<file path="src/rtl/elevator_dispatch.sv">
// ----------------------------------------------------------------------------
// elevator_dispatch
//
// Dispatch controller for a four-floor elevator car. It latches floor calls,
// chooses a travel direction with a SCAN policy (keep going while there is
// work ahead, otherwise turn around), and commands an external floor
// sequencer one floor at a time through single-cycle step pulses. Arrival at
// a requested floor opens the door for DOOR_CYC cycles.
//
// Parameters
//   TRAVEL_CYC  cycles spent travelling one floor (2..255)
//   DOOR_CYC    cycles the door stays open per stop (1..255)
//
// Ports
//   clk        in   single clock, rising edge
//   rst_n      in   synchronous active-low reset
//   call[3:0]  in   level-sensitive floor call buttons, bit i = floor i
//   step       out  one-cycle pulse: move one floor in direction dir
//   dir        out  1 = up, 0 = down; held between steps
//   floor[1:0] out  current floor as tracked by this block
//   pending    out  latched outstanding requests
//   door_open  out  high while stopped with the door open
//   busy       out  high whenever the controller is not idle
//   state[1:0] out  FSM state for observation (0 IDLE, 1 MOVE, 2 DOOR)
//   seg[0:6]   out  only with DISPATCH_SEG_EN defined: registered,
//                   active-low seven-segment digit showing floor+1
//
// Configuration macro: DISPATCH_SEG_EN (adds the seg output and its logic).
//
// Handshake: there is no back-pressure. A step pulse is a command that the
// sequencer is assumed to accept in the same cycle; dir is valid whenever
// step is high and stays constant until the next step.
// ----------------------------------------------------------------------------
module elevator_dispatch #(
   parameter int TRAVEL_CYC = 8,
   parameter int DOOR_CYC   = 5
) (
   input  logic       clk,
   input  logic       rst_n,
   input  logic [3:0] call,
   output logic       step,
   output logic       dir,
   output logic [1:0] floor,
   output logic [3:0] pending,
   output logic       door_open,
   output logic       busy,
   output logic [1:0] state
`ifdef DISPATCH_SEG_EN
   ,
   output logic [0:6] seg
`endif
);

   localparam logic [1:0] IDLE = 2'd0;
   localparam logic [1:0] MOVE = 2'd1;
   localparam logic [1:0] DOOR = 2'd2;

   // Timers count down to zero; the action happens in the cycle where the
   // timer reads zero, so loading N-1 gives exactly N cycles in the state.
   localparam logic [7:0] TRAVEL_LOAD = 8'(TRAVEL_CYC - 1);
   localparam logic [7:0] DOOR_LOAD   = 8'(DOOR_CYC - 1);

   // -------------------------------------------------------------------------
   // Registered state
   // -------------------------------------------------------------------------
   logic [1:0] state_q;
   logic [1:0] floor_q;
   logic       dir_q;
   logic [3:0] pending_q;
   logic [7:0] timer_q;

   // Next-state values
   logic [1:0] state_n;
   logic [1:0] floor_n;
   logic       dir_n;
   logic [3:0] pending_n;
   logic [7:0] timer_n;

   // Helpers
   logic [3:0] req_now;       // latched requests plus calls arriving now
   logic       step_fire;     // last travel cycle of a floor
   logic [1:0] floor_arrive;  // floor reached at the end of this step
   logic       scan_up;       // direction chosen when leaving IDLE
   logic       more_ahead;    // requests beyond the arrival floor in dir

   // True if any bit of m lies strictly above floor f.
   function automatic logic any_above(input logic [3:0] m, input logic [1:0] f);
      logic r;
      r = 1'b0;
      for (int i = 0; i < 4; i++) begin
         if (i > int'(f)) r = r | m[i];
      end
      return r;
   endfunction

   // True if any bit of m lies strictly below floor f.
   function automatic logic any_below(input logic [3:0] m, input logic [1:0] f);
      logic r;
      r = 1'b0;
      for (int i = 0; i < 4; i++) begin
         if (i < int'(f)) r = r | m[i];
      end
      return r;
   endfunction

   assign req_now   = pending_q | call;
   assign step_fire = (state_q == MOVE) && (timer_q == 8'd0);

   // Saturating floor update. A legal direction is always chosen before
   // MOVE, so saturation only guards against ever wrapping 3 -> 0 or 0 -> 3.
   always_comb begin
      floor_arrive = floor_q;
      if (dir_q && (floor_q != 2'd3)) begin
         floor_arrive = floor_q + 2'd1;
      end else if (!dir_q && (floor_q != 2'd0)) begin
         floor_arrive = floor_q - 2'd1;
      end
   end

   // SCAN choice from IDLE: keep the previous direction if there is work
   // beyond the car in that direction, otherwise reverse. The end floors
   // force the only direction that makes sense.
   always_comb begin
      if (floor_q == 2'd0) begin
         scan_up = 1'b1;
      end else if (floor_q == 2'd3) begin
         scan_up = 1'b0;
      end else if (dir_q) begin
         scan_up = any_above(pending_q, floor_q);
      end else begin
         scan_up = !any_below(pending_q, floor_q);
      end
   end

   assign more_ahead = dir_q ? any_above(req_now, floor_arrive)
                             : any_below(req_now, floor_arrive);

   // -------------------------------------------------------------------------
   // Next-state logic
   // -------------------------------------------------------------------------
   always_comb begin
      state_n = state_q;
      floor_n = floor_q;
      dir_n   = dir_q;
      timer_n = timer_q;

      case (state_q)
         IDLE: begin
            if (pending_q[floor_q]) begin
               state_n = DOOR;
               timer_n = DOOR_LOAD;
            end else if (pending_q != 4'd0) begin
               state_n = MOVE;
               dir_n   = scan_up;
               timer_n = TRAVEL_LOAD;
            end
         end

         MOVE: begin
            if (!step_fire) begin
               timer_n = timer_q - 8'd1;
            end else begin
               floor_n = floor_arrive;
               // req_now includes this cycle's calls, so a button pressed at
               // the floor being reached right now still stops the car.
               if (req_now[floor_arrive]) begin
                  state_n = DOOR;
                  timer_n = DOOR_LOAD;
               end else if (more_ahead) begin
                  state_n = MOVE;
                  timer_n = TRAVEL_LOAD;
               end else begin
                  // Only work behind the car remains; IDLE turns it around.
                  state_n = IDLE;
                  timer_n = 8'd0;
               end
            end
         end

         DOOR: begin
            // A call at this floor holds the door: restart the full period.
            if (call[floor_q]) begin
               timer_n = DOOR_LOAD;
            end else if (timer_q != 8'd0) begin
               timer_n = timer_q - 8'd1;
            end else begin
               state_n = IDLE;
            end
         end

         default: begin
            state_n = IDLE;
            timer_n = 8'd0;
         end
      endcase

      // The floor being served is never left latched while the door is open.
      pending_n = req_now;
      if (state_n == DOOR) begin
         pending_n[floor_n] = 1'b0;
      end
   end

   // -------------------------------------------------------------------------
   // State registers
   // -------------------------------------------------------------------------
   always_ff @(posedge clk) begin
      if (!rst_n) begin
         state_q   <= IDLE;
         floor_q   <= 2'd0;
         dir_q     <= 1'b1;
         pending_q <= 4'd0;
         timer_q   <= 8'd0;
      end else begin
         state_q   <= state_n;
         floor_q   <= floor_n;
         dir_q     <= dir_n;
         pending_q <= pending_n;
         timer_q   <= timer_n;
      end
   end

   // -------------------------------------------------------------------------
   // Outputs
   // -------------------------------------------------------------------------
   // step is qualified with rst_n so that a reset asserted in the very cycle
   // a step would fire suppresses the pulse.
   assign step      = step_fire && rst_n;
   assign dir       = dir_q;
   assign floor     = floor_q;
   assign pending   = pending_q;
   assign door_open = (state_q == DOOR);
   assign busy      = (state_q != IDLE);
   assign state     = state_q;

`ifdef DISPATCH_SEG_EN
   // Active-low segments a..g on seg[0..6]; digit shown is floor+1 and
   // trails the floor register by one cycle.
   always_ff @(posedge clk) begin
      if (!rst_n) begin
         seg <= 7'b1001111;
      end else begin
         case (floor_q)
            2'd0:    seg <= 7'b1001111;
            2'd1:    seg <= 7'b0010010;
            2'd2:    seg <= 7'b0000110;
            default: seg <= 7'b1001100;
         endcase
      end
   end
`endif

endmodule

</file>
<file path="config.mk">
export PLATFORM = sky130hd
export DESIGN_NAME = elevator_dispatch
export DESIGN_NICKNAME = d
export VERILOG_FILES = /design/src/rtl/elevator_dispatch.sv
export SDC_FILE = /design/constraint.sdc
export NUM_CORES = 1
export LEC_CHECK = 0
export CORE_MARGIN = 4
export CORE_UTILIZATION = 48
export DETAILED_ROUTE_END_ITERATION = 6
export HOLD_SLACK_MARGIN = 0.03
export PLACE_DENSITY_LB_ADDON = 0.2
export SLEW_MARGIN = 30
export SYNTH_ARGS = -nofsm -noshare
export SYNTH_HDL_FRONTEND = slang
export SYNTH_SLANG_ARGS = --single-unit
</file>
<file path="constraint.sdc">
create_clock -name clk -period 2.2 [get_ports clk]
set_input_delay 0.44 -clock clk [delete_from_list [all_inputs] [get_ports clk]]
set_output_delay 0.44 -clock clk [all_outputs]
set_load 0.005 [all_outputs]
</file>
Word level (Yosys, flattened, before mapping)
Index checks and enable logic that the tools add are counted.
W data, S select, Z words.
{"block": "word_totals", "romBits": 0, "n_memories": 0, "mem_bits_rw": 0, "in_bits": 6, "latch_bits": 0, "output_inout_bits": 12, "reg_bits": 17, "word_cells": 119}
{"block": "op_classes", "add_sub_neg": 3, "reduce_logical": 16, "shift": 0, "n_mux": 60, "div_mod_pow": 0, "eq_ne": 7, "mul": 0, "n_lt_le_gt_ge": 16, "bitwise_logic": 12}
{"op": "$mux W8", "n": 5}
{"op": "$mux W1", "n": 36}
{"op": "$pmux W8 S3", "n": 1}
{"op": "$mux W2", "n": 10}
{"op": "$lt A2 B3 Y1 const B", "n": 3}
{"op": "$gt A2 B2 Y1 const A", "n": 4}
{"op": "$logic_not A8 Y1", "n": 1}
{"op": "$lt A1 B2 Y1 const A", "n": 4}
{"op": "$or A1 B1 Y1", "n": 8}
{"op": "$reduce_bool A8 Y1", "n": 1}
{"op": "$sub A8 B1 Y8 const B", "n": 1}
{"op": "$bmux W1 S2", "n": 3}
{"op": "$eq A2 B2 Y1 const B", "n": 3}
{"op": "$mux W3", "n": 2}
{"op": "$pmux W2 S3", "n": 1}
{"op": "$logic_and A1 B1 Y1", "n": 5}
{"op": "$and A4 B4 Y4", "n": 1}
{"op": "$gt A1 B2 Y1 const A", "n": 2}
{"op": "$logic_not A2 Y1", "n": 2}
{"op": "$lt A2 B2 Y1 const A", "n": 2}
{"op": "$mux W4", "n": 1}
{"op": "$not A4 Y4", "n": 1}
{"op": "$or A4 B4 Y4", "n": 1}
{"op": "$reduce_bool A2 Y1", "n": 2}
{"op": "other kinds (13)", "n": 14}

Depth between registers and ports, before layout
{"block": "depth", "word_depth": 19, "mapped_depth": 9, "ltp_nobuf": 8}

Worst setup path before layout
Ideal clock, no wire load.
{"block": "synth_path", "kind": "register to register", "from": "register floor_q[0] (netlist: floor[0])", "to": "register pending_q[3] (netlist: pending[3])", "arrival_ps": 2340, "setup_slack_ps": -262, "required_time_ps": 2078, "stages_incl_launch_ff": 10, "path_buffers": 1, "setup_time_ps": 122, "period_less_slack_ps": 2462, "path_cell_list": "dfxtp_1 clkbuf_1 inv_1 ha_1 mux2i_1 xnor2_1 mux2i_1 mux2_2 a21boi_1 o311a_1"}
{"block": "synth_between", "elab_chain_len": 17}
{"item": "start, declared", "line_no": "67", "rtl": "logic [1:0] floor_q;"}
{"item": "start signal, assigned", "line_no": "216", "rtl": "floor_q <= floor_n;"}
{"item": "branches (longest 16 deep; another with $sub A2 B1 Y2)"}
{"item": "$mux W4 (*)", "line_no": "199", "rtl": "if (state_n == DOOR) begin"}
{"item": "end signal, assigned", "line_no": "218", "rtl": "pending_q <= pending_n;"}
{"item": "end, declared", "line_no": "69", "rtl": "logic [3:0] pending_q;"}
Mark *: on every way between the ends. The select of a mux whose other input is x is not followed.
A chain may end at the register's enable or synchronous reset.

Final worst setup path
{"block": "layout_path", "from": "register timer_q[5]", "to": "register pending_q[3] (netlist: pending[3])"}
{"block": "layout_between", "elab_chain_len": 11}
{"item": "start, declared", "line_no": "70", "rtl": "logic [7:0] timer_q;"}
{"item": "start signal, assigned", "line_no": "219", "rtl": "timer_q <= timer_n;"}
{"item": "$logic_not A8 Y1", "line_no": "107", "rtl": "assign step_fire = (state_q == MOVE) && (timer_q == 8'd0);"}
{"item": "$logic_and A1 B1 Y1", "line_no": "107"}
{"item": "$mux W2", "line_no": "160", "rtl": "if (!step_fire) begin"}
{"item": "$mux W2", "line_no": "147", "rtl": "case (state_q)"}
{"item": "$lt A2 B3 Y1 (not written as such) or $ge A2 B1 Y1 (tied branches)", "line_no": "200", "rtl": "pending_n[floor_n] = 1'b0;"}
{"item": "$logic_and A1 B1 Y1 (not written as such)", "line_no": "200"}
{"item": "$mux W1 (not written as such)", "line_no": "200"}
{"item": "$demux W1 S2", "line_no": "200"}
{"item": "$not A4 Y4 (no line)"}
{"item": "$and A4 B4 Y4 (no line)"}
{"item": "$mux W4 (*)", "line_no": "199"}
Every way passes the cells marked *; elsewhere a longest branch is shown, timed or not.

==> summary.md <==
| Metric | Value |
|---|---|
| Status | complete, but fails checks |
| Failing checks | negative setup slack |
| Initial core utilization | 49.95% |
| GRT busiest layer | met2 |
| # hold bufs at CTS | 0 |
| GPL Wtd Cong | 0.9114 |
| Initial antenna violation count | 0 |
| Vias per cell | 6.036 |
| Critical Path AT | 2.54 ns |
| Switching part of the total power | 45.62% |
| Rows | 18 |
| Fin nets | 206 |
| Fraction of layout instances using a drive strength above 1 | 30.89% |
| Setup Skew | 0.006639 ns |
| Worst-path clk slew | 0.11 ns |
| DRT iter0 DRCs | 104 |
| Worst setup SP type | register |
| Most used DFF post-synth | dfxtp_1 |
| GRT Util Overall | 21.69% |
| FF+latch count, synth | 17 |
| Netlist cell types | 45 |
| Combinational power share | 69.8% |
| Worst-path fanout max | 6 |
| Die Y | 58.78 microns |
| Most frequent cells in the layout | buf_4, nor2_1, clkdlybuf4s50_1 |
| Final min period | 2.342 ns |
| RSZ-0062 raised after global routing | yes |
| TritonCTS Buffers | 3 |
| Port bufs | 17 |
| Worst Path Class, Setup | register to register |
| Core ar. | 0.002477 sq mm |
| Vias in the first global route | 1240 |
| Total grt overflow | 0 |
| Number of inserted diodes | 0 |
| Critical path endpoint category | register |
| Fin Hold WS | 0.5544 ns |
| Post-synth ARST share | 0% |
| Sequential fraction of the synthesis area | 27.50% |
| Syn nets | 162 |
| PD cells | 1399 mW/mm^2 |
| Final Max Slew Viols | 0 |
| Post-route setup slack | -0.1423 ns |
| Int Power | 0.001337 W |
| Area delta synth->final | 42.06% |
| Critical path cell sequence | or4_4, or4b_4, nor3_4, nand2_2, xnor2_2, o311a_1 |
| Top delay family on crit path | simple AND/OR/NAND/NOR gates |
| Num ports | 18 |
| Gate Count Post-Synth | 148 |
| Placed Instance Area | 0.001634 sq mm |
| Worst path bufs/invs | 0 |
| Dpl hpwl | 2575 microns |
| Seq pwr share | 22.9% |
| First-pass GRT wire length | 5768 microns |
| Max Fclk | 426.9 MHz |
| EDFF count, synth | 0 |
| ANT nets after route | 0 |
| CTS Buffer Depth | 2 |
| Yosys warnings | 0 |
| Chip width | 58.78 microns |
| Clock power frac | 7.3% |
| Commonest non-fill, non-tap cell in the layout | buf_4 |
| Tightest Hold Check Type | register to register |
| CTS tree | yes |
| Post-Syn Area per Cell | 8.361 sq um |
| Static Leak | 0.7135 nW |
| Full die area | 0.003455 sq mm |
| Post-route cell area | 0.001758 sq mm |
| Worst-skew pair later-pin latency | 0.30 ns |
| M3 GR Usage | 4.825% |
| Largest net degree at the start of global routing | 12 |
| Met1 Usage GRT | 29.22% |
| H-tree depth | 1 |
| Worst-Margin Slew | 0.4549 ns |
| CP max-delay cell | or4_4 |
| Clock Tree Root | clkbuf_4 |
| Vias | 1334 |
| Number of fill cells | 196 |
| Final count of negative-setup-slack endpoints | 14 |
| Tcrit/Tclk final | 106.5% |
| Delay of the slowest cell on the worst path | 0.55 ns |
| Routed length per instance | 16.30 microns |
| WP data required | 2.40 ns |
| Worst vdd ir | 1.173 mV |
| DRC viols | 0 |
| Setup TNS | -0.7370 ns |
| First-pass DRT Iterations | 5 |
| Psw | 0.001122 W |
| Clock sink count | 17 |
| Max-Cap Viols | 0 |
| WL final | 3602 microns |
| Final hold violation count | 0 |
| Slew margin rel. | 69.44% |
| Cell Area, Synth | 0.001237 sq mm |
| Global-route track usage on met2 | 34.70% |
==> synth_stat cells, types with 3 or more instances <==
library cell	n	area (sq um)
xor2_1	7	61.31
ha_1	8	100.1
nand3_1	5	25.02
dfxtp_1	17	340.3
nor3_1	3	15.01
inv_1	8	30.03
nor2b_1	4	25.02
mux2i_1	6	60.06
nand2_1	8	30.03
a211oi_1	4	30.03
a21oi_1	4	20.02
clkbuf_1	5	18.77
o21ai_0	5	25.02
nor2_1	20	75.07
a31oi_1	4	25.02
==> worst min-delay path, cell delays in order, from the launching register on <==
cell      delay [ns]
dfxtp_1         0.36
nor2_1          0.11
a211oi_1        0.05
==> cells by family (layout without fill, tap and decap cells) <==
kind of cell,count (synthesis),after routing,share of synthesized area (%)
xor gates and xnor gates,10,10,7.685
AOI/OAI and AO/OA,34,34,19.51
and+or+nand+nor,56,56,24.37
buffers and inverters,14,57,4.348
muxes,9,9,8.493
DFF,17,17,27.50
adders and majority gates,8,8,8.089
==> per-stage QoR <==
stage               instances  utilization [%]  worst slack (ns)  total power (W)
floorplan                 148                -          -0.06602         0.001461
global placement          217            65.96           -0.1257         0.001994
detailed placement        217            65.96           -0.1605         0.002019
CTS                       221            69.29           -0.1447         0.002341
global route              221            70.96           -0.2316         0.002624
finish                    221            70.96           -0.1423         0.002459
==> state kept, by name, indices dropped and copies added, names as in the netlist <==
| register | flops |
|---|---|
| pending | 4 |
| timer_q | 8 |
| state | 2 |
| dir | 1 |
| floor | 2 |
==> path summary, 6_finish.rpt <==
path                            startpoint         end  slack [ns]  depth (start not counted)
worst min register to register  timer_q[0]  timer_q[0]        0.55                          2
worst min-delay path            timer_q[0]  timer_q[0]        0.55                          2
worst max register to register  timer_q[5]  pending[3]       -0.14                          6
worst max-delay path            timer_q[5]  pending[3]       -0.14                          6
==> repair_timing <==
item                       CTS  global route
setup endpoints to repair   15            18
pin swaps                    6             2
setup buffers                0             0
resized for setup           15             8
==> layer usage <==
metal | up-vias | wire length [microns]
li1 | 620 | -
met1 | 621 | 1547
met2 | 78 | 1627
met3 | 15 | 350
met4 | 0 | 77
met5 | - | 0
==> area by class of cell <==
class,count,area [sq um],share of cell area (%)
Clock inverter,1,7.507,0.4270
Sequential cell,17,342.8,19.50
Clock buffer,3,22.52,1.281
Tap cell,30,37.54,2.135
Multi-Input combinational cell,117,942.2,53.59
Timing Repair Buffer,45,375.4,21.35
Inverter,8,30.03,1.708
==> power by group through the flow <==
stage,logic [W],registers [W],clock network (W)
2_1_floorplan,0.000964,0.000497,0
3_3_place_gp,0.00145,0.000546,0
3_5_place_dp,0.00147,0.000549,0
4_1_cts,0.00160,0.000552,0.000186
5_1_grt,0.00185,0.000578,0.000197
6_report,0.00172,0.000562,0.000180
Power figures use the tool's default switching activity.
